**config.mk**
```make
export PLATFORM = sky130hd
export DESIGN_NAME = ap_ctrl_sequencer
export DESIGN_NICKNAME = d
export VERILOG_FILES = /design/src/rtl/ap_ctrl_sequencer.sv
export SDC_FILE = /design/constraint.sdc
export NUM_CORES = 1
export LEC_CHECK = 0
export ABC_AREA = 0
export ABC_CLOCK_PERIOD_IN_PS = 6090
export CAP_MARGIN = 20
export CORE_MARGIN = 8
export CORE_UTILIZATION = 55
export DETAILED_ROUTE_END_ITERATION = 12
export GPL_ROUTABILITY_DRIVEN = 0
export PLACE_DENSITY = 0.76
export SLEW_MARGIN = 0
export SYNTH_ARGS = -nofsm -noshare
export SYNTH_HDL_FRONTEND = slang
export SYNTH_SLANG_ARGS = --single-unit
```
**constraint.sdc**
```tcl
create_clock -name clock -period 6.09 [get_ports clock]
set_input_delay 0.609 -clock clock [delete_from_list [all_inputs] [get_ports clock]]
set_output_delay 0.609 -clock clock [all_outputs]
set_load 0.03 [all_outputs]
```
**src/rtl/ap_ctrl_sequencer.sv**
```systemverilog
// Initiator for the HLS ap_ctrl block-level handshake with latency/interval reporting.
// Define AP_CTRL_CHAIN_EN to drive ap_continue from continue_hold (ap_ctrl_chain).
module ap_ctrl_sequencer #(
   parameter int unsigned CNT_W        = 32,
   parameter int unsigned MAX_INFLIGHT = 4
) (
   input  logic             clock,
   input  logic             reset,
   input  logic             go,
   input  logic [CNT_W-1:0] num_trans,
   input  logic             continue_hold,
   output logic             ap_start,
   input  logic             ap_ready,
   input  logic             ap_done,
   output logic             ap_continue,
   output logic             busy,
   output logic             finish,
   output logic [CNT_W-1:0] issued,
   output logic [CNT_W-1:0] completed,
   output logic [CNT_W-1:0] latency_last,
   output logic [CNT_W-1:0] interval_last,
   output logic             error
);

   localparam int unsigned PtrW = (MAX_INFLIGHT > 1) ? $clog2(MAX_INFLIGHT) : 1;
   localparam int unsigned OccW = $clog2(MAX_INFLIGHT + 1);
   localparam logic [OccW-1:0] OccMax = OccW'(MAX_INFLIGHT);

   typedef enum logic [1:0] {StIdle, StRun, StDrain, StFinish} state_e;

   state_e           state_q, state_d;
   logic [CNT_W-1:0] cycle_cnt_q;
   logic [CNT_W-1:0] n_q, n_d;
   logic [CNT_W-1:0] issued_q, issued_d;
   logic [CNT_W-1:0] completed_q, completed_d;
   logic [CNT_W-1:0] lat_q, lat_d;
   logic [CNT_W-1:0] int_q, int_d;
   logic [CNT_W-1:0] last_acc_q, last_acc_d;
   logic             start_q, start_d;
   logic             err_q, err_d;
   logic             seen_q, seen_d;
   logic [CNT_W-1:0] ts_mem [MAX_INFLIGHT];
   logic [PtrW-1:0]  wr_ptr_q, wr_ptr_d, rd_ptr_q, rd_ptr_d;
   logic [OccW-1:0]  count_q, count_d;

   logic             active, acc, cmp, fifo_empty, pop, cmp_same, spurious;
   logic             push, overflow, do_push;
   logic [CNT_W-1:0] issued_nx, completed_nx;
   logic [OccW-1:0]  count_nx;

   function automatic logic [PtrW-1:0] ptr_inc(input logic [PtrW-1:0] p);
      return (p == PtrW'(MAX_INFLIGHT - 1)) ? '0 : p + 1'b1;
   endfunction

`ifdef AP_CTRL_CHAIN_EN
   assign ap_continue = ~continue_hold;
`else
   logic unused_hold;
   assign unused_hold = continue_hold;
   assign ap_continue = 1'b1;
`endif

   assign active     = (state_q == StRun) || (state_q == StDrain);
   assign acc        = start_q & ap_ready;
   assign cmp        = ap_done & ap_continue & active;
   assign fifo_empty = (count_q == '0);
   assign pop        = cmp & ~fifo_empty;
   // A done against an empty FIFO pairs with the accept of the same cycle.
   assign cmp_same   = cmp & fifo_empty & acc;
   assign spurious   = cmp & fifo_empty & ~acc;
   assign push       = acc & ~cmp_same;
   assign overflow   = push & ~pop & (count_q == OccMax);
   assign do_push    = push & ~overflow;

   assign issued_nx    = issued_q + CNT_W'(acc);
   assign completed_nx = completed_q + CNT_W'(pop | cmp_same);
   assign count_nx     = count_q + OccW'(do_push) - OccW'(pop);

   always_comb begin
      state_d     = state_q;
      n_d         = n_q;
      issued_d    = issued_q;
      completed_d = completed_q;
      lat_d       = lat_q;
      int_d       = int_q;
      last_acc_d  = last_acc_q;
      start_d     = start_q;
      err_d       = err_q;
      seen_d      = seen_q;
      wr_ptr_d    = wr_ptr_q;
      rd_ptr_d    = rd_ptr_q;
      count_d     = count_q;
      unique case (state_q)
         StIdle: begin
            if (go) begin
               n_d         = num_trans;
               issued_d    = '0;
               completed_d = '0;
               err_d       = 1'b0;
               seen_d      = 1'b0;
               wr_ptr_d    = '0;
               rd_ptr_d    = '0;
               count_d     = '0;
               start_d     = (num_trans != '0);
               state_d     = (num_trans != '0) ? StRun : StFinish;
            end
         end
         StRun, StDrain: begin
            issued_d    = issued_nx;
            completed_d = completed_nx;
            count_d     = count_nx;
            err_d       = err_q | spurious | overflow;
            if (do_push) wr_ptr_d = ptr_inc(wr_ptr_q);
            if (pop) begin
               rd_ptr_d = ptr_inc(rd_ptr_q);
               lat_d    = cycle_cnt_q - ts_mem[rd_ptr_q];
            end else if (cmp_same) begin
               lat_d = '0;
            end
            if (acc) begin
               if (seen_q) int_d = cycle_cnt_q - last_acc_q;
               last_acc_d = cycle_cnt_q;
               seen_d     = 1'b1;
            end
            // Held until ready is sampled, otherwise re-armed from post-event counts.
            start_d = (start_q & ~ap_ready) |
                      ((state_q == StRun) & (issued_nx < n_q) & (count_nx < OccMax));
            if (state_q == StRun && issued_nx == n_q) begin
               state_d = (completed_nx == n_q) ? StFinish : StDrain;
            end else if (state_q == StDrain && completed_nx == n_q) begin
               state_d = StFinish;
            end
         end
         StFinish: state_d = StIdle;
         default:  state_d = StIdle;
      endcase
   end

   always_ff @(posedge clock or negedge reset) begin
      if (!reset) begin
         state_q     <= StIdle;
         cycle_cnt_q <= '0;
         n_q         <= '0;
         issued_q    <= '0;
         completed_q <= '0;
         lat_q       <= '0;
         int_q       <= '0;
         last_acc_q  <= '0;
         start_q     <= 1'b0;
         err_q       <= 1'b0;
         seen_q      <= 1'b0;
         wr_ptr_q    <= '0;
         rd_ptr_q    <= '0;
         count_q     <= '0;
      end else begin
         state_q     <= state_d;
         cycle_cnt_q <= cycle_cnt_q + 1'b1;
         n_q         <= n_d;
         issued_q    <= issued_d;
         completed_q <= completed_d;
         lat_q       <= lat_d;
         int_q       <= int_d;
         last_acc_q  <= last_acc_d;
         start_q     <= start_d;
         err_q       <= err_d;
         seen_q      <= seen_d;
         wr_ptr_q    <= wr_ptr_d;
         rd_ptr_q    <= rd_ptr_d;
         count_q     <= count_d;
      end
   end

   always_ff @(posedge clock) begin
      if (do_push) ts_mem[wr_ptr_q] <= cycle_cnt_q;
   end

   assign ap_start      = start_q;
   assign busy          = active;
   assign finish        = (state_q == StFinish);
   assign issued        = issued_q;
   assign completed     = completed_q;
   assign latency_last  = lat_q;
   assign interval_last = int_q;
   assign error         = err_q;

endmodule
```
; ---- Word level (Yosys, flattened, before mapping)
; Memories as Yosys holds them, arrays and structs flattened.
; Cells that the tools add are included.
[totals]
ram_bits = 128
memories = 1
ff_bits = 236
elab_cells = 108
inputBits = 38
[op_classes]
add_sub_neg = 9
reduce_logical = 18
n_bitwise = 23
eq_ne = 13
n_lt_le_gt_ge = 2
n_mux = 28
[memory_table]
columns = name, words, width, read_ports, rd_ports_with_merged_regs, write_ports, line
row1 = ts_mem, 4, 32, 1, 0, 1, 42  ; logic [CNT_W-1:0] ts_mem [MAX_INFLIGHT];
[ops]
columns = operator, count
row1 = 32-bit case mux with 2 select lines, 2
row2 = 32-bit two-way mux, 3
row3 = 32-bit by 1-bit adder with 32-bit output, 2
row4 = 32-bit equality test, 2
row5 = 32-bit subtractor, 2
row6 = 32-bit by 1-bit adder with 32-bit output (second input constant), 1
row7 = 32-bit less-than comparator, 1
row8 = 32-bit nonzero test, 1
row9 = 2-bit two-way mux, 9
row10 = 1-bit AND, 13
row11 = 3-bit AND reduction, 4
row12 = 2-bit AND reduction, 5
row13 = 2-bit equality test (second input constant), 4
row14 = 2-bit inequality test (second input constant), 4
row15 = 2-bit case mux with 2 select lines, 2
row16 = 1-bit two-way mux, 6
row17 = 1-bit inverter, 6
row18 = 1-bit case mux with 2 select lines, 3
row19 = 2-bit case mux with 3 select lines, 1
row20 = 3-bit case mux with 2 select lines, 1
row21 = 2-bit by 1-bit adder with 2-bit output (second input constant), 2
row22 = 1-bit bitwise OR, 4
row23 = 2-bit nonzero test, 2
row24 = 3-bit by 1-bit adder with 3-bit output, 1
row25 = 11 further kinds, 12

; ---- Logic depth before layout (Yosys ltp)
[depth]
ltp_word = 17
depth_mapped = 23
depth_no_buf = 22

; ---- Worst setup path after synthesis
; OpenSTA, ideal clock, no wires.
[synth_path]
path_kind = input port to flip-flop
startpoint = input ap_ready
endpoint = register state_q[1]
required_time_ps = 6011
path_stages = 23
t_arrival_ps = 5076
path_buffers = 1
slack_ps = 935
cell_sequence = nand2_1 > inv_1 > ha_1 > ha_1 > and3_1 > and3_1 > buf_2 > nand3_1 > nor2_1 > nand3_1 > nor2_1 > nand4_1 > xnor2_1 > ha_1 > nand4_1 > nor2_1 > nand2_1 > or3_1 > or3_1 > or4_1 > a21oi_1 > a31o_2 > mux2i_1
[synth_between]
elab_chain_cells = 8
elab_cells_between_ends = 13
cone_classes = 2 x add/sub / 3 x eq/ne / 2 x mux / 3 x bitwise / 3 x reduce/logical
[synth_lines]
columns = element, line
row1 = from (decl), 13  ; input logic ap_ready,
row2 = 1-bit AND (*), 64  ; assign acc = start_q & ap_ready;
row3 = 1-bit AND, 69  ; assign cmp_same = cmp & fifo_empty & acc;
row4 = 1-bit bitwise OR, 76  ; assign completed_nx = completed_q + CNT_W'(pop | cmp_same);
row5 = 32-bit by 1-bit adder with 32-bit output, 76
row6 = 32-bit equality test, 130  ; end else if (state_q == StDrain && completed_nx == n_q) begin
row7 = 1-bit logical AND, 130
row8 = 3-bit inequality test (no line), --
row9 = 2-bit AND reduction (no line), --
row10 = to (signal assigned), 141  ; state_q <= StIdle;
row11 = to (signal assigned), 156  ; state_q <= state_d;
row12 = to (decl), 31  ; state_e state_q, state_d;
; Every way passes the cells marked *; elsewhere a longest branch is shown, timed or not.
; A chain may end at the register's enable or synchronous reset.

; ---- Worst setup path after layout
[layout_path]
startpoint = input ap_ready
endpoint = register state_q[0]
[layout_between]
elab_chain_cells = 8
elab_cells_between_ends = 14
cone_classes = 2 x add/sub / 3 x eq/ne / 3 x mux / 3 x bitwise / 3 x reduce/logical
[layout_lines]
columns = element, line
row1 = 1-bit AND (*), 64
row2 = 1-bit AND, 69
row3 = 1-bit bitwise OR, 76
row4 = 32-bit by 1-bit adder with 32-bit output, 76
row5 = 32-bit equality test, "129, 130"
row6 = 1-bit two-way mux or 1-bit logical AND (tied branches), "129, 130"
row7 = 2-bit two-way mux or 3-bit inequality test (tied branches), --
row8 = 2-bit case mux with 3 select lines or 2-bit AND reduction (tied branches), --
; Marks and branches as above.

==> impl_metrics.toml <==
[drt]
viasPerCell = 6.05
drtIter0Drc = 1205
wirelength_mm = 50.7
postRouteAntennaNets = 0
drc = 0
wl_per_cell_um = 19.9
firstDrtPassIters = 5
num_vias = 15442

[finish]
area_delta_synth_final_pct = 17.5
layout-drive-gt1-share = 0.0849
nNetsFinal = 2205
diodes = 0
final_cell_count_no_fill = 2553

[critical_path]
crit_family = "simple AND/OR/NAND/NOR gates"
startpoint_type = "input pin"
critPathKind = "input pin to flop"
crit_arrival_ns = 6.01
path_buf_inv = 2
cp_cell_sequence = "clkdlybuf4s50_1, nand2_1, inv_1, ha_1, ha_1, and3_1, and3_1, nand3_1, nor2_1, nand3_1, nor2_1, nand4_1, xnor2_1, ha_1, nand4_1, nor2_1, nand2_1, or3_1, or3_1, or4_1, a21oi_1, a31o_2, mux2i_1"
cpPeakStageDelay_ns = 0.56
worstSetupEndpointType = "flop"
cp.required_ns = 6.56
path_max_fanout = 4
cp_slowest_cell = "clkdlybuf4s50_1"

[grt]
grt_pass1_wl_mm = 82.4
grt_max_degree = 139
grt_usage = 0.235
grt-ovfl-total = 0
grt_pass1_vias = 15405
antenna_found_initial = 0

[synth]
synth_top_flop_cell = "dfrtp_1"
yosys_warnings = 0
mappedNetlistNets = 2053
ys_types = 78
async_flop_share = 0.648
synth.avg_cell_area_um2 = 10.6
synth.area.top_cells = "dfrtp_1, edfxtp_1, ha_1"
syn_area_mm2 = 0.0201
seq_area_frac_synth = 0.486
syn_inst = 1901
ys_ff_latch = 364
synth_edf_count = 128
synth_area_leader_cell = "dfrtp_1"
synth_top_area_share = 0.294

[die]
core_area_mm2 = 0.0363
pin_count = 171
rows = 70
die-area_mm2 = 0.0429
chipHeight_um = 207
initial_utilization = 0.554
die_x_um = 207

[run]
maxCapViolations = 0

[clock_tree]
cts_tree = "built"
clk-insertion-delay-late_ns = 0.57
cts_buffers = 40
cts_resized = 0
h-tree-depth = 2
hold_buffers = 0
cts_max_path_buffers = 3
post_cts_buffers = 0
cts_sinks = 364
clk_pin_slew_ns = 0.06
root_buffer = "clkbuf_16"

[status]
status = "finished, final reports clean"

[sta]
setup-tns-final_ns = 0
worst_pin_slew_ns = 0.978
timing.hold.ws_ns = 0.0405
fin_worst_skew_ns = 0.0204
slew_headroom = 0.348
rsz0062_at_grt = "false"
post-route-period-util = 0.909
min_period_ns = 5.54
final_hold_viol_count = 0
setup_viol = 0
slew_viol_final = 0
max_freq_ghz = 0.181

[power_and_ir_drop]
ir_drop_uv = 365
p_leak_nw = 9.99
powerDensity_mw_per_mm2 = 452
power.total_mw = 10.7

[placed_design]
place_hpwl_mm = 35.7
port_buffers = 168
placedCellCount = 2478

[worst_hold_path]
hold_path_class = "input pin to asynchronous set/reset pin"
kinds of logic (layout without fill, tap and decap cells):
logic type	count (synthesis)	count (layout)	synth area share
multiplexers	72	72	0.0579
buffers and inverters	202	386	0.0396
adder cells (fa/ha/maj)	114	114	0.0722
AO/OA/AOI/OAI	451	451	0.142
AND/OR/NAND/NOR	538	538	0.132
other	1	1	0.000187
XOR/XNOR	159	159	0.0707
flip-flops	364	364	0.486
power breakdown:
group	internal (mW)	switching (mW)	leakage (nW)
Clock	1.50	1.03	0.651
Combinational	1.91	2.73	5.15
Sequential	3.05	0.450	4.19
path summary, 6_finish.rpt:
kind	cells after the start	slack [ns]	from	end
setup / recovery	23	0.55	ap_ready	state_q[0]
hold / removal	1	0.04	reset	n_q[15]
setup reg to reg	22	0.78	ap_start	state_q[0]
hold reg to reg	2	0.48	interval_last[29]	interval_last[29]
max in group asynchronous	2	4.70	reset	last_acc_q[6]
min in group clock	2	0.48	interval_last[29]	interval_last[29]
synth_stat cells, types with 27 or more instances:
library cell,count
inv_1,125
mux4_2,32
a21oi_1,81
dfrtp_1,236
nand2_1,192
clkbuf_1,54
o21ai_0,170
mux2_2,33
a22o_1,31
ha_1,111
o31ai_1,27
a21o_1,34
xnor2_1,99
edfxtp_1,128
nand4_1,34
and3_1,28
nand3_1,55
xor2_1,58
nor2_1,94
layout make-up:
cell class | instances | area [um2]
sequential | 364 | 9750
clock buffer | 49 | 1050
inverter | 126 | 473
multi-input combinational | 1335 | 9580
fill | 2762 | 12700
clock inverter | 25 | 310
timing repair buffer | 186 | 1850
tap | 468 | 586
worst reg2reg max path: stages, from the launching register on:
cell and delay, ns:
dfrtp_1 0.39, nand2_1 0.10, inv_1 0.18, ha_1 0.21
ha_1 0.20, and3_1 0.19, and3_1 0.19, nand3_1 0.15
nor2_1 0.21, nand3_1 0.17, nor2_1 0.30, nand4_1 0.22
xnor2_1 0.18, ha_1 0.28, nand4_1 0.12, nor2_1 0.17
nand2_1 0.11, or3_1 0.39, or3_1 0.39, or4_1 0.56
a21oi_1 0.16, a31o_2 0.15, mux2i_1 0.20
state kept, by name (all words and copies together), names as in the netlist, 2 cells and up:
name           count
completed         32
interval_last     32
latency_last      32
wr_ptr_q           2
issued            32
count_q            3
state_q            2
n_q               32
rd_ptr_q           2
cycle_cnt_q       32
last_acc_q        32
ts_mem           128
per-layer routing:
metal,vias up,share of wire,wire length (um),GRT usage
met5,-,0,0,0
met2,617,0.47,24100,0.387
met4,0,0.043,2180,0.107
met3,135,0.063,3170,0.0365
met1,7502,0.42,21300,0.302
li1,7188,-,-,-
stage by stage:
stage / cell area [um2] / setup slack [ns] / util
finish: 23600 / 0.551 / 0.651
global route: 23600 / 0.185 / 0.651
CTS: 23600 / 0.626 / 0.650
detailed placement: 22200 / 0.0560 / 0.613
global placement: 22200 / 0.235 / 0.613
floorplan: 20100 / 0.935 / -
cell usage in the layout, fill, tap and decap left out, drive strengths merged, types with 31 or more instances in the layout:
cell type | netlist | final
a21o | 34 | 34
a21oi | 81 | 81
a22o | 31 | 31
clkbuf | 56 | 49
clkdlybuf4s50 | 0 | 167
dfrtp | 236 | 236
edfxtp | 128 | 128
ha | 111 | 111
inv | 126 | 128
mux2 | 33 | 33
mux4 | 32 | 32
nand2 | 193 | 193
nand3 | 56 | 56
nand4 | 35 | 35
nor2 | 95 | 95
o21ai | 171 | 171
xnor2 | 99 | 99
xor2 | 58 | 58
Note: power is estimated with default switching activity, not from simulation.
